[src/rtl/player_health_unit.sv]
`default_nettype none
// ============================================================================
//  Module   : player_health_unit
//  Purpose  : Turns the raw player/dragon collision level into frame-qualified
//             hits and tracks lives, invulnerability (with blink), game-over
//             and restart/respawn. Frame pacing comes from rising edges of
//             vsync.
//  Revision : 1.0 - initial release
// ============================================================================
module player_health_unit #(
    parameter int MAX_LIVES      = 3,
    parameter int LIVES_W        = 2,
    parameter int HIT_FRAMES     = 1,
    parameter int INVULN_FRAMES  = 60,
    parameter int RESPAWN_FRAMES = 30,
    parameter int BLINK_BIT      = 2
) (
    input  logic               clk,
    input  logic               reset,
    input  logic               vsync,
    input  logic               collision,
    input  logic               heal,
    input  logic               restart,
    output logic [LIVES_W-1:0] lives,
    output logic               player_hurt,
    output logic               invulnerable,
    output logic               blink,
    output logic               game_over,
    output logic [1:0]         state
);

    // ------------------------------------------------------------------------
    // Derived widths and load values
    // ------------------------------------------------------------------------
    localparam int c_fc_max = (INVULN_FRAMES > RESPAWN_FRAMES) ? INVULN_FRAMES
                                                               : RESPAWN_FRAMES;
    localparam int c_fc_w   = $clog2(c_fc_max + 1);
    localparam int c_hc_w   = $clog2(HIT_FRAMES + 1);

    localparam logic [LIVES_W-1:0] c_max_lives    = LIVES_W'(MAX_LIVES);
    localparam logic [c_fc_w-1:0]  c_invuln_load  = c_fc_w'(INVULN_FRAMES);
    localparam logic [c_fc_w-1:0]  c_respawn_load = c_fc_w'(RESPAWN_FRAMES);
    localparam logic [c_fc_w-1:0]  c_fc_one       = c_fc_w'(1);
    localparam logic [c_hc_w-1:0]  c_hit_target   = c_hc_w'(HIT_FRAMES);

    typedef enum logic [1:0] {
        ST_ALIVE     = 2'b00,
        ST_INVULN    = 2'b01,
        ST_GAME_OVER = 2'b10,
        ST_RESPAWN   = 2'b11
    } state_t;

    // ------------------------------------------------------------------------
    // State and output registers
    // ------------------------------------------------------------------------
    state_t              state_q,        state_d;
    logic [LIVES_W-1:0]  lives_q,        lives_d;
    logic [c_fc_w-1:0]   frame_cnt_q,    frame_cnt_d;
    logic [c_hc_w-1:0]   hit_cnt_q,      hit_cnt_d;
    logic                coll_seen_q,    coll_seen_d;
    logic                vsync_q;
    logic                player_hurt_q,  player_hurt_d;
    logic                invulnerable_q, invulnerable_d;
    logic                blink_q,        blink_d;
    logic                game_over_q,    game_over_d;

    logic                w_tick;
    logic                w_sample;
    logic [c_hc_w-1:0]   w_hit_inc;
    logic                w_blink_src;

    // A frame tick is the first clock with vsync high after it was low.
    assign w_tick    = vsync & ~vsync_q;
    // A collision on the tick cycle itself still belongs to the ending frame.
    assign w_sample  = coll_seen_q | collision;
    // hit_cnt never exceeds HIT_FRAMES-1 between ticks, so this cannot wrap.
    assign w_hit_inc = hit_cnt_q + 1'b1;

    // Blink follows one bit of the countdown; a bit beyond the counter is 0.
    generate
        if (BLINK_BIT < c_fc_w) begin : g_blink_tap
            assign w_blink_src = frame_cnt_d[BLINK_BIT];
        end else begin : g_blink_none
            assign w_blink_src = 1'b0;
        end
    endgenerate

    // Next-state, lives, counters and hurt pulse for the health FSM.
    always_comb begin
        state_d       = state_q;
        lives_d       = lives_q;
        frame_cnt_d   = frame_cnt_q;
        hit_cnt_d     = hit_cnt_q;
        coll_seen_d   = coll_seen_q;
        player_hurt_d = 1'b0;

        case (state_q)
            ST_ALIVE: begin
                // Latch any collision seen during the frame; a tick consumes it.
                coll_seen_d = w_tick ? 1'b0 : (coll_seen_q | collision);
                if (heal && (lives_q < c_max_lives)) begin
                    lives_d = lives_q + 1'b1;
                end
                if (w_tick) begin
                    if (w_sample) begin
                        if (w_hit_inc == c_hit_target) begin
                            player_hurt_d = 1'b1;
                            hit_cnt_d     = '0;
                            // A same-cycle heal cancels the lost life, so the
                            // result is never 0 and game-over is skipped.
                            lives_d       = heal ? lives_q : (lives_q - 1'b1);
                            if (lives_d == '0) begin
                                state_d = ST_GAME_OVER;
                            end else begin
                                state_d     = ST_INVULN;
                                frame_cnt_d = c_invuln_load;
                            end
                        end else begin
                            hit_cnt_d = w_hit_inc;
                        end
                    end else begin
                        hit_cnt_d = '0;
                    end
                end
            end

            ST_INVULN: begin
                coll_seen_d = 1'b0;
                hit_cnt_d   = '0;
                if (heal && (lives_q < c_max_lives)) begin
                    lives_d = lives_q + 1'b1;
                end
                if (w_tick) begin
                    if (frame_cnt_q <= c_fc_one) begin
                        state_d     = ST_ALIVE;
                        frame_cnt_d = '0;
                    end else begin
                        frame_cnt_d = frame_cnt_q - 1'b1;
                    end
                end
            end

            ST_GAME_OVER: begin
                coll_seen_d = 1'b0;
                hit_cnt_d   = '0;
                lives_d     = '0;
            end

            ST_RESPAWN: begin
                coll_seen_d = 1'b0;
                hit_cnt_d   = '0;
                lives_d     = c_max_lives;
                if (w_tick) begin
                    if (frame_cnt_q <= c_fc_one) begin
                        state_d     = ST_ALIVE;
                        frame_cnt_d = '0;
                    end else begin
                        frame_cnt_d = frame_cnt_q - 1'b1;
                    end
                end
            end

            default: begin
                state_d = ST_ALIVE;
            end
        endcase

        // Restart wins over everything, including a hit on the same cycle.
        if (restart) begin
            state_d       = ST_RESPAWN;
            lives_d       = c_max_lives;
            frame_cnt_d   = c_respawn_load;
            hit_cnt_d     = '0;
            coll_seen_d   = 1'b0;
            player_hurt_d = 1'b0;
        end
    end

    // Status outputs decoded from the next state so they register alongside it.
    always_comb begin
        invulnerable_d = (state_d == ST_INVULN) || (state_d == ST_RESPAWN);
        game_over_d    = (state_d == ST_GAME_OVER);
        blink_d        = (state_d == ST_INVULN) && w_blink_src;
    end

    // Register bank with asynchronous reset to the fresh-game condition.
    always_ff @(posedge clk or posedge reset) begin
        if (reset) begin
            state_q        <= ST_ALIVE;
            lives_q        <= c_max_lives;
            frame_cnt_q    <= '0;
            hit_cnt_q      <= '0;
            coll_seen_q    <= 1'b0;
            vsync_q        <= 1'b0;
            player_hurt_q  <= 1'b0;
            invulnerable_q <= 1'b0;
            blink_q        <= 1'b0;
            game_over_q    <= 1'b0;
        end else begin
            state_q        <= state_d;
            lives_q        <= lives_d;
            frame_cnt_q    <= frame_cnt_d;
            hit_cnt_q      <= hit_cnt_d;
            coll_seen_q    <= coll_seen_d;
            vsync_q        <= vsync;
            player_hurt_q  <= player_hurt_d;
            invulnerable_q <= invulnerable_d;
            blink_q        <= blink_d;
            game_over_q    <= game_over_d;
        end
    end

    assign lives        = lives_q;
    assign player_hurt  = player_hurt_q;
    assign invulnerable = invulnerable_q;
    assign blink        = blink_q;
    assign game_over    = game_over_q;
    assign state        = state_q;

endmodule
`default_nettype wire

[config.mk]
export PLATFORM = sky130hd
export DESIGN_NAME = player_health_unit
export DESIGN_NICKNAME = d
export VERILOG_FILES = /design/src/rtl/player_health_unit.sv
export SDC_FILE = /design/constraint.sdc
export NUM_CORES = 1
export LEC_CHECK = 0
export BUFFER_PORTS_ARGS = -buffer_cell sky130_fd_sc_hd__buf_2
export CAP_MARGIN = 20
export CORE_MARGIN = 1.5
export CORE_UTILIZATION = 51
export CTS_BUF_LIST = sky130_fd_sc_hd__clkbuf_4 sky130_fd_sc_hd__clkbuf_8
export DETAILED_ROUTE_END_ITERATION = 7
export PLACE_DENSITY = 0.76
export SLEW_MARGIN = 15
export SYNTH_ARGS = -nofsm -noshare
export SYNTH_HDL_FRONTEND = slang
export SYNTH_SLANG_ARGS = --single-unit
[constraint.sdc]
create_clock -name clk -period 1.9 [get_ports clk]
set_clock_uncertainty 0.1 [all_clocks]
set_input_delay 0.095 -clock clk [delete_from_list [all_inputs] [get_ports clk]]
set_output_delay 0.095 -clock clk [all_outputs]
set_load 0.05 [all_outputs]
==> flow_metrics.env <==
export IMPL_antenna_left=0
export IMPL_antenna_found_initial=0
export IMPL_final_setup_viol_count=1
export IMPL_start_kind="register"
export IMPL_crit_chain="ha_4 -> and3b_1 -> o41a_1 -> a211o_1"
export IMPL_via_per_inst=5.81
export IMPL_io_buffers=13
export IMPL_worst_slack_ns=-0.0208
export IMPL_n_antenna_cell=0
export IMPL_cts_setup_buffers=0
export IMPL_clkLatencyLatePin_ns=0.29
export IMPL_synthDominantCellAreaShare_pct=39.3
export IMPL_leakage_nw=0.465
export IMPL_cts_tree="built"
export IMPL_fin_crit_ns=1.92
export IMPL_period_share_pct=101
export IMPL_ys_seq_area_share_pct=45.2
export IMPL_die_width_um=44.8
export IMPL_core_area_um2=1580
export IMPL_maxCapViolCount=0
export IMPL_htreeDepth=1
export IMPL_syn_cell_area_um2=891
export IMPL_grt_pass1_wl_mm=2.99
export IMPL_violations="setup timing"
export IMPL_timing_hold_ws_ns=0.0182
export IMPL_power_density_nw_per_um2=580
export IMPL_placed_area_um2=1030
export IMPL_final_net_count=127
export IMPL_synth_area_leaders="dfrtp_1, dfstp_2, nor2_1, ha_1, a21oi_1"
export IMPL_hold_path_class="input port to register"
export IMPL_fin_cells=133
export IMPL_cts_buffers=3
export IMPL_dpl_cell_count=127
export IMPL_vias=773
export IMPL_area_growth_pct=22.5
export IMPL_grt_pass1_vias=698
export IMPL_peakVddDrop_mv=0.427
export IMPL_criticalPathCategory="register to register"
export IMPL_utilization_pct=69.2
export IMPL_dieArea_um2=2010
export IMPL_drt_iter0_drc=15
export IMPL_status="complete, but fails checks"
export IMPL_io_pins=14
export IMPL_yosys_warnings=0
export IMPL_gp_congestion=0.794
export IMPL_cts_buffer_depth=2
export IMPL_clock_sinks=16
export IMPL_drive_gt1_share_pct=28.2
export IMPL_grt_usage_pct=20.7
export IMPL_start_util_pct=56.5
export IMPL_final_design_area_no_fill_um2=1090
export IMPL_first_pass_iters=4
export IMPL_cpPeakStageDelay_ns=0.65
export IMPL_wl_mm=1.79
export IMPL_row_count=14
export IMPL_synth_nets=103
export IMPL_crit_arrival_ns=2.00
export IMPL_avgSynthCellArea_um2=9.48
export IMPL_fmax_mhz=521
export IMPL_slew_viol_final=0
export IMPL_cts_clk_slew_worst_paths_ns=0.09
export IMPL_crit_slowest_cell="dfstp_4"
export IMPL_synthesis_instances=94
export IMPL_synth_distinct_cells=34
export IMPL_hold_viol=0
export IMPL_hpwl_mm=1.33
export IMPL_ys_seq_elements=16
export IMPL_die_h_um=44.8
export IMPL_cp_data_required_time_ns=1.98
export IMPL_cp_max_fo=5
export IMPL_slew_limit_headroom_pct=61.5
export IMPL_end_kind="register"
export IMPL_rsz0062_at_grt="true"
export IMPL_cts_root_buffer="clkbuf_4"
export IMPL_worstMarginPinSlew_ns=0.578
export IMPL_grt_max_degree=17
export IMPL_yosysTopAreaCell="dfrtp_1"
export IMPL_wl_per_cell_um=13.4
export IMPL_drc_errors=0
export IMPL_overflow=0
export IMPL_r2r_slack_ns=-0.02
routing by layer:
metal / track usage (%) / vias to the layer above / share of wire, % / wire, um
li1: - / 388 / - / -
met1: 28.4 / 365 / 50 / 893
met2: 31.3 / 16 / 44 / 786
met3: 3.60 / 4 / 3.9 / 70
met4: 10.6 / 0 / 2.1 / 38
met5: 0 / - / 0 / 0
sequential cells by signal, summed over array words and instances, names as in the netlist:
| signal | count |
|---|---|
| blink | 1 |
| invulnerable | 1 |
| lives | 2 |
| vsync_q | 1 |
| player_hurt | 1 |
| state | 2 |
| coll_seen_q | 1 |
| game_over | 1 |
| frame_cnt_q | 6 |
worst paths after layout:
kind / from / depth (start not counted) / to
worst min register to register: frame_cnt_q[4] / 2 / frame_cnt_q[4]
worst min-delay path: restart / 2 / frame_cnt_q[5]
worst max register to register: lives[0] / 4 / frame_cnt_q[1]
min in group asynchronous: reset / 3 / frame_cnt_q[5]
max in group asynchronous: reset / 3 / state[1]
worst max-delay path: lives[0] / 4 / frame_cnt_q[1]
cell families after synthesis:
family | after synthesis | share of synthesized area, %
buf+inv | 7 | 3.09
flops | 16 | 45.2
mux | 3 | 3.37
compound gates | 24 | 18.0
simple gates | 41 | 26.1
fa+ha+maj | 3 | 4.21
final cells by class:
cell class	count	area, um2
inverter	5	18.8
multi-input combinational	71	475
fill	120	485
timing repair buffer	21	130
tap	16	20.0
sequential	16	410
clock buffer	4	36.3
Yosys cell counts, drive strengths merged:
cell type,n
dfrtp,14
nor2,13
nor3,8
a21oi,7
inv,5
nand2,5
nand2b,4
o21ai,4
ha,3
mux2i,3
nand3b,3
or3,3
a211o,2
a31oi,2
dfstp,2
o22ai,2
a211oi,1
a221oi,1
and3,1
and3b,1
buf,1
clkbuf,1
nor2b,1
nor3b,1
nor4,1
o21a,1
o21bai,1
o221ai,1
o31ai,1
o41a,1
per-stage QoR:
step | worst slack, ns | TNS [ns] | power, mW
after floorplan | -0.0733 | -0.0872 | 0.391
after global placement | 0.0435 | 0 | 0.410
after detailed placement | 0.0140 | 0 | 0.412
after CTS | 0.00247 | 0 | 0.642
after global routing | -0.110 | -0.305 | 0.664
final | -0.0208 | -0.0208 | 0.633
where the power goes:
part	switching (mW)	internal, mW
logic	0.0332	0.0253
registers	0.00519	0.345
clock network	0.108	0.117
cell usage in the layout (no fill, tap or decap), types with 2 or more instances in the layout:
cell and instances:
dfrtp_1 14, buf_2 13, nor2_1 12, a21oi_1 7
nor3_1 6, buf_4 6, nand2_1 5, inv_1 5
nand2b_1 4, mux2i_1 3, clkbuf_4 3, nand3b_1 2
or3_4 2, nor3_2 2, a211o_1 2, o21ai_0 2
a31oi_1 2, o22ai_1 2, ha_1 2, dlygate4sd3_1 2
dfstp_4 2
critical path: cells and delay by family (launching register included):
kind            cells  cell delay [ns]
compound gates      2             0.66
fa+ha+maj           1             0.20
flops               1             0.65
simple gates        1             0.20
timing repair:
item	4_1_cts	5_1_grt
endpoints found under the setup margin	0	8
gates resized for setup	0	2
hold buffers	2	0
endpoints found under the hold margin	15	0
(Power assumes the default switching activity.)
